**src/rtl/pwm_pkg.sv**
```systemverilog
// pwm_pkg: shared types and helpers for the PWM-side pipeline stages.
//   DUTY_W       - width of the PWM duty value
//   PHASE_MAX    - last phase value of the 256-clock PWM period
//   ramp_state_t - duty_ramp FSM states
//   step_toward  - one saturating slew step from the current duty toward a target
package pwm_pkg;

  localparam int DUTY_W = 8;
  localparam logic [DUTY_W-1:0] PHASE_MAX = 8'd255;

  typedef enum logic {
    IDLE = 1'b0,
    RAMP = 1'b1
  } ramp_state_t;

  // Move cur toward tgt by at most step. The difference is taken as a 9-bit
  // signed value so that the full 0..255 range is covered without wrap, and
  // the applied magnitude is clamped to the remaining distance, so the
  // result lands exactly on tgt rather than overshooting it.
  function automatic logic [DUTY_W-1:0] step_toward(
    input logic [DUTY_W-1:0] cur,
    input logic [DUTY_W-1:0] tgt,
    input logic [DUTY_W-1:0] step
  );
    logic signed [DUTY_W:0] diff;
    logic [DUTY_W:0] mag;
    logic [DUTY_W:0] lim;
    diff = $signed({1'b0, tgt}) - $signed({1'b0, cur});
    mag  = diff[DUTY_W] ? $unsigned(-diff) : $unsigned(diff);
    lim  = (mag < {1'b0, step}) ? mag : {1'b0, step};
    if (diff[DUTY_W]) begin
      return cur - lim[DUTY_W-1:0];
    end
    return cur + lim[DUTY_W-1:0];
  endfunction

endpackage

```
**src/rtl/duty_ramp_period_timer.sv**
```systemverilog
// period_timer: free-running 8-bit phase counter mirroring the 256-clock PWM
// period, with a one-cycle period_start pulse on the last clock of each period.
//   clk          - PWM clock
//   reset        - synchronous, active-high; phase returns to 0
//   period_start - high while phase == 255
module period_timer
  import pwm_pkg::*;
(
  input  logic clk,
  input  logic reset,
  output logic period_start
);

  logic [DUTY_W-1:0] phase;

  always_ff @(posedge clk) begin
    if (reset) begin
      phase <= '0;
    end else begin
      phase <= phase + 8'd1;  // natural wrap 255 -> 0
    end
  end

  // Decoded from the phase register, so it is glitch-free and 0 in reset.
  assign period_start = (phase == PHASE_MAX);

endmodule

```
**src/rtl/duty_ramp.sv**
```systemverilog
// duty_ramp: accepts a target duty over valid/ready and slews the PWM duty
// toward it by at most STEP every PERIODS_PER_STEP PWM periods. duty only
// changes on the edge where the phase wraps 255 -> 0, so the PWM never sees
// a mid-period change.
//   clk          - clock shared with the PWM block
//   reset        - synchronous, active-high
//   target       - requested duty (0..255)
//   target_valid - target is presented
//   target_ready - block can accept a target (IDLE)
//   duty         - registered duty value for the PWM
//   period_start - one-cycle pulse on the last clock of each PWM period
//   busy         - a ramp is in progress (RAMP)
//
// Handshake: a target transfers on any clock edge where target_valid and
// target_ready are both high. target_ready is high exactly in IDLE; while
// ramping it is low and target_valid is ignored, so a ramp cannot be
// retargeted. A target equal to the current duty still transfers but leaves
// the block in IDLE.
module duty_ramp
  import pwm_pkg::*;
#(
  parameter int unsigned STEP             = 1,
  parameter int unsigned PERIODS_PER_STEP = 4,
  parameter int unsigned RESET_DUTY       = 0
) (
  input  logic              clk,
  input  logic              reset,
  input  logic [DUTY_W-1:0] target,
  input  logic              target_valid,
  output logic              target_ready,
  output logic [DUTY_W-1:0] duty,
  output logic              period_start,
  output logic              busy
);

  localparam logic [DUTY_W-1:0] STEP_V     = DUTY_W'(STEP);
  localparam logic [DUTY_W-1:0] PPS_LAST   = DUTY_W'(PERIODS_PER_STEP - 1);
  localparam logic [DUTY_W-1:0] RESET_D    = DUTY_W'(RESET_DUTY);

  ramp_state_t       state;
  logic [DUTY_W-1:0] tgt_q;
  logic [DUTY_W-1:0] per_cnt;
  logic [DUTY_W-1:0] duty_next;

  period_timer u_timer (
    .clk          (clk),
    .reset        (reset),
    .period_start (period_start)
  );

  assign duty_next = step_toward(duty, tgt_q, STEP_V);

  // busy and target_ready are registered copies of the state decode, updated
  // on the same edges as state so they always agree with it.
  always_ff @(posedge clk) begin
    if (reset) begin
      state        <= IDLE;
      duty         <= RESET_D;
      tgt_q        <= RESET_D;
      per_cnt      <= '0;
      target_ready <= 1'b1;
      busy         <= 1'b0;
    end else begin
      case (state)
        IDLE: begin
          if (target_valid && target_ready) begin
            tgt_q   <= target;
            per_cnt <= '0;
            if (target != duty) begin
              state        <= RAMP;
              target_ready <= 1'b0;
              busy         <= 1'b1;
            end
          end
        end
        RAMP: begin
          if (period_start) begin
            if (per_cnt == PPS_LAST) begin
              per_cnt <= '0;
              duty    <= duty_next;
              // Leave RAMP on the very edge that lands on the target.
              if (duty_next == tgt_q) begin
                state        <= IDLE;
                target_ready <= 1'b1;
                busy         <= 1'b0;
              end
            end else begin
              per_cnt <= per_cnt + 8'd1;
            end
          end
        end
        default: begin
          state        <= IDLE;
          target_ready <= 1'b1;
          busy         <= 1'b0;
        end
      endcase
    end
  end

endmodule

```
**config.mk**
```make
export PLATFORM = sky130hd
export DESIGN_NAME = duty_ramp
export DESIGN_NICKNAME = d
export VERILOG_FILES = /design/src/rtl/pwm_pkg.sv /design/src/rtl/duty_ramp_period_timer.sv /design/src/rtl/duty_ramp.sv
export SDC_FILE = /design/constraint.sdc
export NUM_CORES = 1
export LEC_CHECK = 0
export CAP_MARGIN = 20
export CELL_PAD_IN_SITES_DETAIL_PLACEMENT = 1
export CELL_PAD_IN_SITES_GLOBAL_PLACEMENT = 1
export CORE_ASPECT_RATIO = 0.6
export CORE_MARGIN = 2
export CORE_UTILIZATION = 44
export DETAILED_ROUTE_END_ITERATION = 16
export GPL_TIMING_DRIVEN = 0
export HOLD_SLACK_MARGIN = 0.15
export PLACE_DENSITY = 0.84
export SKIP_CTS_REPAIR_TIMING = 1
export SYNTH_ARGS = -nofsm -noshare
export SYNTH_HDL_FRONTEND = slang
export SYNTH_SLANG_ARGS = --single-unit
export TNS_END_PERCENT = 50
```
**constraint.sdc**
```tcl
create_clock -name clk -period 6.5 [get_ports clk]
set_clock_uncertainty 0.05 [all_clocks]
set_input_delay 1.3 -clock clk [delete_from_list [all_inputs] [get_ports clk]]
set_output_delay 1.3 -clock clk [all_outputs]
set_load 0.005 [all_outputs]
```
==> results of run 1 <==
-- stage by stage --
stage	power [mW]	utilization
final	0.639	0.529
after global routing	0.679	0.529
after CTS	0.636	0.528
after detailed placement	0.484	0.513
after global placement	0.469	0.513
after floorplan	0.420	-
-- power by group through the flow --
stage | clock network [mW] | registers, mW | logic, mW
after global placement | 0 | 0.234 | 0.235
after floorplan | 0 | 0.232 | 0.187
after detailed placement | 0 | 0.234 | 0.249
after global routing | 0.169 | 0.230 | 0.280
after CTS | 0.156 | 0.229 | 0.251
final | 0.156 | 0.229 | 0.254
-- worst register-to-register path: stages (launching register included) --
cell	delay, ns
dfxtp_1	0.38
inv_1	0.06
ha_1	0.20
fa_1	0.41
and2b_1	0.27
o21ai_1	0.10
xnor2_1	0.19
nor3_1	0.41
nand3b_1	0.13
mux2_2	0.28
o32ai_1	0.39
o21a_1	0.18
ha_1	0.21
and2b_1	0.20
inv_1	0.06
ha_1	0.21
nor2b_1	0.15
o2111a_1	0.24
a211oi_1	0.36
xor2_1	0.29
xnor2_1	0.10
nor3b_1	0.51
a31oi_1	0.16
-- flip-flops by register name (all words and copies together) (netlist names) --
register       cells
busy               1
target_ready       1
tgt_q              8
u_timer.phase      8
duty               8
per_cnt            8
state              1
-- routing by layer --
| metal | part of all wire | GRT usage |
|---|---|---|
| met5 | 0 | 0 |
| met4 | 0.0061 | 0.0428 |
| met3 | 0.044 | 0.0477 |
| met2 | 0.41 | 0.367 |
| met1 | 0.54 | 0.361 |
-- cell usage in the layout (no fill, tap or decap), drive strengths merged, types with 6 or more instances in the layout --
master         count
nor3               7
xnor2             13
clkbuf             9
buf                6
nand2             33
clkdlybuf4s50     21
nand3             12
o21ai             12
dfxtp             35
xor2              25
a21oi             22
nor2              37
inv               13
or2                7
nor2b              7
ha                19
-- path summary, 6_finish.rpt --
path	startpoint	end	depth (start not counted)	slack, ns
worst max-delay path	tgt_q[0]	busy	22	0.82
worst min-delay path	u_timer.phase[0]	u_timer.phase[0]	1	0.44
worst max register to register	tgt_q[0]	busy	22	0.82
worst min register to register	u_timer.phase[0]	u_timer.phase[0]	1	0.44
-- Yosys cell counts (3+ instances only) --
cell       instances  area [sq um]
nor4_1             3          18.8
dfxtp_1           35           701
nand2_1           33           124
nor3_1             6          30.0
o2111ai_1          3          26.3
o21ai_0           11          55.1
clkbuf_1           3          11.3
xor2_1            25           219
ha_1              19           238
o21a_1             3          22.5
nor2_1            37           139
nor2b_1            7          43.8
buf_6              3          33.8
inv_1             13          48.8
a21oi_1           22           110
a21o_1             3          22.5
nand4_1            5          31.3
xnor2_1           13           114
or2_2              4          25.0
nand3_1           12          60.1
-- cell families after synthesis --
group | count (synthesis) | synth area share
compound gates | 68 | 0.198
simple gates | 125 | 0.238
xor+xnor | 38 | 0.129
mux | 3 | 0.0121
other cells | 1 | 0.00146
flops | 35 | 0.272
fa+ha+maj | 21 | 0.108
buf+inv | 21 | 0.0408
-- final cells by class --
cell class / count / area [sq um]
multi-input combinational: 256 / 1770
clock buffer: 6 / 72.6
timing repair buffer: 22 / 215
buffer: 8 / 56.3
sequential: 35 / 701
tap: 80 / 100
clock inverter: 2 / 12.5
inverter: 13 / 48.8
fill: 724 / 2650
==> out/results.ini, run 1 <==
[global_routing]
grt_max_degree=12
grt-ovfl-total=0
grt_first_pass_wirelength_um=12200
grt_util_all_layers=0.243
antenna_found_initial=0
grt_pass1_vias=2428

[timing]
rsz0062_at_grt=no
period_minus_slack_ns=5.68
setup_viol_count_final=0
holdWs_ns=0.436
setup-tns-final_ns=0
slew-limit-headroom=0.447
fin_ws_ns=0.824
drv_slew=0
timing.final.crit_share=0.873
tightest_slew_ns=0.820
hold_violations=0
max_freq_mhz=176

[clocking]
cts_buffers=5
cts.sinks=35
root_buffer=clkbuf_8
clk_pin_slew_worst_paths_ns=0.08
cts_buffer_depth=2
cts_tree=yes
insertion_delay_ns=0.29
h-tree-depth=2

[synth]
synth_ff_type=dfxtp_1
ys_seq_area_frac=0.272
yosysUniqueCellTypes=60
async_flop_share=0
synth_nets=344
ys_ff_latch=35
syn_area_sq_um=2570
yosys_warnings=0
synth_edf_count=0
syn_area_per_cell_sq_um=8.25
postSynthCellCount=312

[floorplanning]
io_pins=22
dieHeight_um=63.3
initial_core_util=0.458
die_w_um=103
die_area_sq_um=6500
core_area_sq_um=5620
rows=21

[setup_path]
path_cells=inv_1, ha_1, fa_1, and2b_1, o21ai_1, xnor2_1, nor3_1, nand3b_1, mux2_2, o32ai_1, o21a_1, ha_1, and2b_1, inv_1, ha_1, nor2b_1, o2111a_1, a211oi_1, xor2_1, xnor2_1, nor3b_1, a31oi_1
worst_setup_path_end_kind=register
crit_type=register to register
crit_fanout=3
crit_family=simple AND/OR/NAND/NOR gates
max_stage_delay_ns=0.51
arrival_ns=5.78
crit_buf_inv=2
start_kind=register
critPathRequiredTime_ns=6.60
crit_top_cell=ha_1
cp_slowest_cell=nor3b_1

[pwr]
irDropWorstVdd_uv=97.2
power_frac_seq=0.359
switching_share=0.366
switchingPower_mw=0.234
p_int_mw=0.405
combPwrFrac=0.398
cellPowerDensity_nw_per_um2=215
p_leak_nw=1.23
p_clk_frac=0.243

[route]
drt-initial-drc-count=67
wl_per_cell_um=17.1
dr_total_vias=2304
post-route-drc-count=0
ant_nets=0
wirelength_um=7220
vias_per_cell=5.46
first_pass_iters=4

[place]
hpwlAfterDp_um=5780
place_worst_setup_slack_ns=0.973
dp.cells=413
place.gp.congestion=0.817
place_area_sq_um=2890
io_buffers=21

[run_status]
status=complete, no violations

[finish]
antenna_cells=0
drive_gt1_frac=0.0906
fin_nets=373
final_cells=422
stdcell_area_sq_um=2980
syn_to_final_growth_pct=15.5

[run]
maxCapViolCount=0

[worst_hold_path]
hold_class=register to register

Power figures use the tool's default switching activity.
==> run 2, diff against run 1 <==
--- a/config.mk
+++ b/config.mk
@@ -5,7 +5,6 @@
 export SDC_FILE = /design/constraint.sdc
 export NUM_CORES = 1
 export LEC_CHECK = 0
-export CAP_MARGIN = 20
 export CELL_PAD_IN_SITES_DETAIL_PLACEMENT = 1
 export CELL_PAD_IN_SITES_GLOBAL_PLACEMENT = 1
 export CORE_ASPECT_RATIO = 0.6
==> run 2 against run 1 <==
Highest routed layer unchanged. Flip-flop and latch count did not move. Critical path type unchanged. Utilization decreased by 0.089 points. Count of clock-buffer cells in the layout stayed put.
==> out/results.ini, run 2 (synthesis results as in run 1) <==
[run_status]
status=complete, no violations

[run]
maxCapViolCount=0  ; unchanged

[finish]
antenna_cells=0  ; unchanged
drive_gt1_frac=0.0880  ; -0.00267
final_cells=421  ; -0.24%
syn_to_final_growth_pct=15.4
stdcell_area_sq_um=2970  ; -0.17%
final_common_cell=nor2_1
fin_nets=372  ; -0.27%
fin_util=0.528  ; -0.000890
final_cell_mix=nor2_1 (37), dfxtp_1 (35), nand2_1 (33), xor2_1 (25), a21oi_1 (22)

[floorplanning]
core_area_sq_um=5620  ; unchanged
dieHeight_um=63.3  ; unchanged
initial_core_util=0.458  ; unchanged
die_w_um=103  ; unchanged
io_pins=22  ; unchanged
die_area_sq_um=6500  ; unchanged
rows=21  ; unchanged

[timing]
drv_slew=0  ; unchanged
holdWs_ns=0.431  ; -0.00487 ns
slew-limit-headroom=0.160  ; -0.287
tightest_slew_ns=1.26  ; +0.437 ns
setup-tns-final_ns=0  ; unchanged
timing.final.crit_share=0.872  ; -0.00123
fin_ws_ns=0.832  ; +0.00803 ns
period_minus_slack_ns=5.67  ; -0.00802 ns
setup_viol_count_final=0  ; unchanged
max_freq_mhz=176  ; +0.14%
rsz0062_at_grt=no
hold_violations=0  ; unchanged

[setup_path]
max_stage_delay_ns=0.50  ; about the same
crit_type=register to register
cp_slowest_cell=nor3b_1
crit_buf_inv=2  ; unchanged
crit_fanout=3  ; unchanged
path_cells=inv_1, ha_1, fa_1, and2b_1, o21ai_1, xnor2_1, nor3_1, nand3b_1, mux2_2, o32ai_1, o21a_1, ha_1, and2b_1, inv_1, ha_1, nor2b_1, o2111a_1, a211oi_1, xor2_1, xnor2_1, nor3b_1, a31oi_1
crit_family=simple AND/OR/NAND/NOR gates
start_kind=register
crit_top_cell=ha_1
arrival_ns=5.77  ; about the same
critPathRequiredTime_ns=6.60  ; about the same
worst_setup_path_end_kind=register

[global_routing]
grt_max_degree=12  ; unchanged
grt_pass1_vias=2428  ; unchanged
grt_first_pass_wirelength_um=12200  ; unchanged
grt_util_all_layers=0.243  ; unchanged
antenna_found_initial=0  ; unchanged
grt-ovfl-total=0  ; unchanged

[route]
wirelength_um=7160  ; -0.90%
dr_total_vias=2300  ; -0.17%
ant_nets=0  ; unchanged
drt-initial-drc-count=59  ; -12%
vias_per_cell=5.46  ; about the same
wl_per_cell_um=17.0  ; -0.66%
post-route-drc-count=0  ; unchanged
first_pass_iters=4  ; unchanged

[pwr]
p_leak_nw=1.23  ; -0.37%
finalPower_mw=0.637  ; -0.28%
cellPowerDensity_nw_per_um2=215  ; -0.11%
irDropWorstVdd_uv=96.3  ; -0.87%

[clocking]
root_buffer=clkbuf_8
insertion_delay_ns=0.29  ; about the same
cts_buffer_depth=2  ; unchanged
cts_tree=yes
cts.sinks=35  ; unchanged
cts_buffers=5  ; unchanged
h-tree-depth=2  ; unchanged
clk_pin_slew_worst_paths_ns=0.08  ; about the same

[place]
place.gp.congestion=0.817  ; unchanged
dp.cells=413  ; unchanged
io_buffers=21  ; unchanged
place_worst_setup_slack_ns=0.973  ; unchanged
place_area_sq_um=2890  ; unchanged
hpwlAfterDp_um=5780  ; unchanged

[worst_hold_path]
hold_class=register to register

==> run 2: changes by cell type in the layout (fill, tap and decap cells not counted), sizes merged <==
cell  previous run  this run
buf              6         5
==> run 2: where the power goes <==
part / internal [mW] / total [mW] / leakage, nW / switching (mW)
sequential: 0.222 / 0.229 / 0.285 / 0.00720
combinational: 0.108 / 0.253 / 0.900 / 0.145
clock: 0.0749 / 0.155 / 0.0412 / 0.0803
total: 0.405 / 0.637 / 1.23 / 0.232
==> run 2: final timing paths <==
path | from | to | slack (ns) | depth (start not counted)
worst max-delay path | tgt_q[0] | busy | 0.83 | 22
worst min-delay path | u_timer.phase[0] | u_timer.phase[0] | 0.43 | 1
worst max register to register | tgt_q[0] | busy | 0.83 | 22
worst min register to register | u_timer.phase[0] | u_timer.phase[0] | 0.43 | 1
==> run 2: final cells by class <==
type / instances / area (sq um)
Tap cell: 80 / 100
Clock inverter: 2 / 12.5
Fill cell: 723 / 2650
Clock buffer: 6 / 72.6
Inverter: 13 / 48.8
Sequential cell: 35 / 701
Timing Repair Buffer: 21 / 210
Multi-Input combinational cell: 256 / 1770
Buffer: 8 / 56.3
==> run 2: metal layers <==
metal	GRT usage	vias up	wire, um
li1	-	1145	-
met1	0.361	1106	3770
met2	0.367	42	2980
met3	0.0477	7	357
met4	0.0428	0	44
met5	0	-	0
==> run 3, diff against run 2 <==
--- a/config.mk
+++ b/config.mk
@@ -12,7 +12,8 @@
 export CORE_UTILIZATION = 44
 export DETAILED_ROUTE_END_ITERATION = 16
 export GPL_TIMING_DRIVEN = 0
-export HOLD_SLACK_MARGIN = 0.15
+export HOLD_SLACK_MARGIN = 0.05
+export MAX_ROUTING_LAYER = met4
 export PLACE_DENSITY = 0.84
 export SKIP_CTS_REPAIR_TIMING = 1
 export SYNTH_ARGS = -nofsm -noshare
==> run 3 against run 2 <==
Sequential share of layout area is the same. Register-to-register slack is essentially flat. Cell count is the same. Worst hold slack is essentially flat. Wire length grew 0.13%. Via count grew 0.35%. Global-route usage grew 0.70 points. Largest cell class unchanged. Highest routed layer unchanged.
==> out/results.ini, run 3 (synthesis results as in run 1) <==
[timing]
hold_violations=0  ; unchanged
slew-limit-headroom=0.179  ; +0.0193
rsz0062_at_grt=no
setup_viol_count_final=0  ; unchanged
setup-tns-final_ns=0  ; unchanged
max_freq_mhz=176  ; about the same
period_minus_slack_ns=5.67  ; -0.000934 ns
drv_slew=0  ; unchanged
tightest_slew_ns=1.23  ; -0.0289 ns
timing.final.crit_share=0.872  ; about the same

[finish]
final_cell_mix=nor2_1 (37), dfxtp_1 (35), nand2_1 (33), xor2_1 (25), a21oi_1 (22)
ff_latch_area_sq_um=701  ; unchanged
final_common_cell=nor2_1
syn_to_final_growth_pct=15.4  ; unchanged
fin_nets=372  ; unchanged
fillers=723  ; unchanged
drive_gt1_frac=0.0880  ; unchanged
multiInputGateArea_sq_um=1770  ; unchanged
antenna_cells=0  ; unchanged

[floorplanning]
rows=21  ; unchanged
die_w_um=103  ; unchanged
io_pins=22  ; unchanged
core_area_sq_um=5620  ; unchanged
die_area_sq_um=6500  ; unchanged
initial_core_util=0.458  ; unchanged
dieHeight_um=63.3  ; unchanged

[setup_path]
start_kind=register
rr_worst_depth=22  ; unchanged
rrSetupSlack_ns=0.83  ; about the same
crit_fanout=3  ; unchanged
worst_setup_path_end_kind=register
crit_family=simple AND/OR/NAND/NOR gates
crit_top_cell=ha_1
reg2reg_to=busy
r2r-start=tgt_q[0]
arrival_ns=5.77  ; about the same
max_stage_delay_ns=0.50  ; about the same
critPathRequiredTime_ns=6.60  ; about the same
crit_type=register to register
cp_slowest_cell=nor3b_1
crit_buf_inv=2  ; unchanged
path_cells=inv_1, ha_1, fa_1, and2b_1, o21ai_1, xnor2_1, nor3_1, nand3b_1, mux2_2, o32ai_1, o21a_1, ha_1, and2b_1, inv_1, ha_1, nor2b_1, o2111a_1, a211oi_1, xor2_1, xnor2_1, nor3b_1, a31oi_1

[worst_hold_path]
hold_class=register to register
holdPathEnd=u_timer.phase[0]
whs_path_depth=1  ; unchanged
hp-start=u_timer.phase[0]

[clocking]
cts.sinks=35  ; unchanged
root_buffer=clkbuf_8
cts_tree=yes
clk_pin_slew_worst_paths_ns=0.07  ; about the same
insertion_delay_ns=0.29  ; about the same
cts_buffers=5  ; unchanged
cts_buffer_depth=2  ; unchanged
h-tree-depth=2  ; unchanged

[route]
vias_per_cell=5.48  ; +0.35%
post-route-drc-count=0  ; unchanged
wl_per_cell_um=17.0  ; +0.13%
first_pass_iters=4  ; unchanged
wirelength_um=7170  ; +0.13%
ant_nets=0  ; unchanged
dr_total_vias=2308  ; +0.35%
drt-initial-drc-count=64  ; +8.5%

[pwr]
cellPowerDensity_nw_per_um2=214  ; -0.13%
finalPower_mw=0.637  ; -0.13%
p_leak_nw=1.23  ; unchanged
irDropWorstVdd_uv=96.8  ; +0.46%

[place]
hpwlAfterDp_um=5780  ; unchanged
io_buffers=21  ; unchanged
place.gp.congestion=0.829  ; +1.5%

[global_routing]
grt-ovfl-total=0  ; unchanged
antenna_found_initial=0  ; unchanged
grt_max_degree=12  ; unchanged
grt_util_all_layers=0.250  ; +0.00700
grt_pass1_vias=2419  ; -0.37%
grt_first_pass_wirelength_um=12200  ; +0.17%

[run_status]
status=complete, no violations

[run]
maxCapViolCount=0  ; unchanged

run 3: cell counts in the layout (fill, tap and decap cells not counted):
No cell type changed its count.
run 3: per-layer routing:
layer  up-vias  share of wire  global-route usage  routed length (um)
li1       1146              -                   -                   -
met1      1111           0.53               0.364                3810
met2        44           0.42               0.365                2980
met3         7          0.046              0.0466                 333
met4         0         0.0064              0.0428                  46
met5         -              0                   -                   0
run 3: layout make-up:
class                   count  area share
well taps                  80      0.0337
flip-flops and latches     35       0.236
multi-input cells         256       0.596
repair buffers             21      0.0708
clock inverters             2     0.00421
plain buffers               8      0.0190
inverters                  13      0.0164
clock buffers               6      0.0244
run 3: where the power goes:
group          total [mW]  switching (mW)  internal [mW]
sequential          0.229         0.00719          0.222
clock               0.154          0.0795         0.0749
combinational       0.253           0.145          0.108
total               0.637           0.232          0.405
run 3: worst register-to-register path: stages, from the launching register on:
cell,delay (ns)
dfxtp_1,0.38
inv_1,0.06
ha_1,0.20
fa_1,0.41
and2b_1,0.27
o21ai_1,0.10
xnor2_1,0.19
nor3_1,0.41
nand3b_1,0.13
mux2_2,0.28
o32ai_1,0.39
o21a_1,0.18
ha_1,0.21
and2b_1,0.20
inv_1,0.06
ha_1,0.21
nor2b_1,0.15
o2111a_1,0.24
a211oi_1,0.36
xor2_1,0.29
xnor2_1,0.10
nor3b_1,0.50
a31oi_1,0.16
run 3: worst max path at each step:
stage	startpoint	depth (start not counted)	slack (ns)	end
after floorplan	tgt_q[0]	23	1.72	target_ready
after global placement	tgt_q[0]	22	1.09	state
after detailed placement	tgt_q[0]	22	0.97	busy
after CTS	tgt_q[0]	22	0.91	busy
after global routing	tgt_q[0]	22	0.30	busy
final	tgt_q[0]	22	0.83	busy
run 3: through the flow:
stage	setup slack (ns)	instances	utilization	hold WS (ns)	area, sq um
after global placement	1.09	413	0.513	0.393	2890
after global routing	0.305	421	0.528	0.458	2970
after floorplan	1.72	312	-	0.380	2570
after CTS	0.914	421	0.528	0.435	2970
final	0.833	421	0.528	0.431	2970
after detailed placement	0.973	413	0.513	0.418	2890
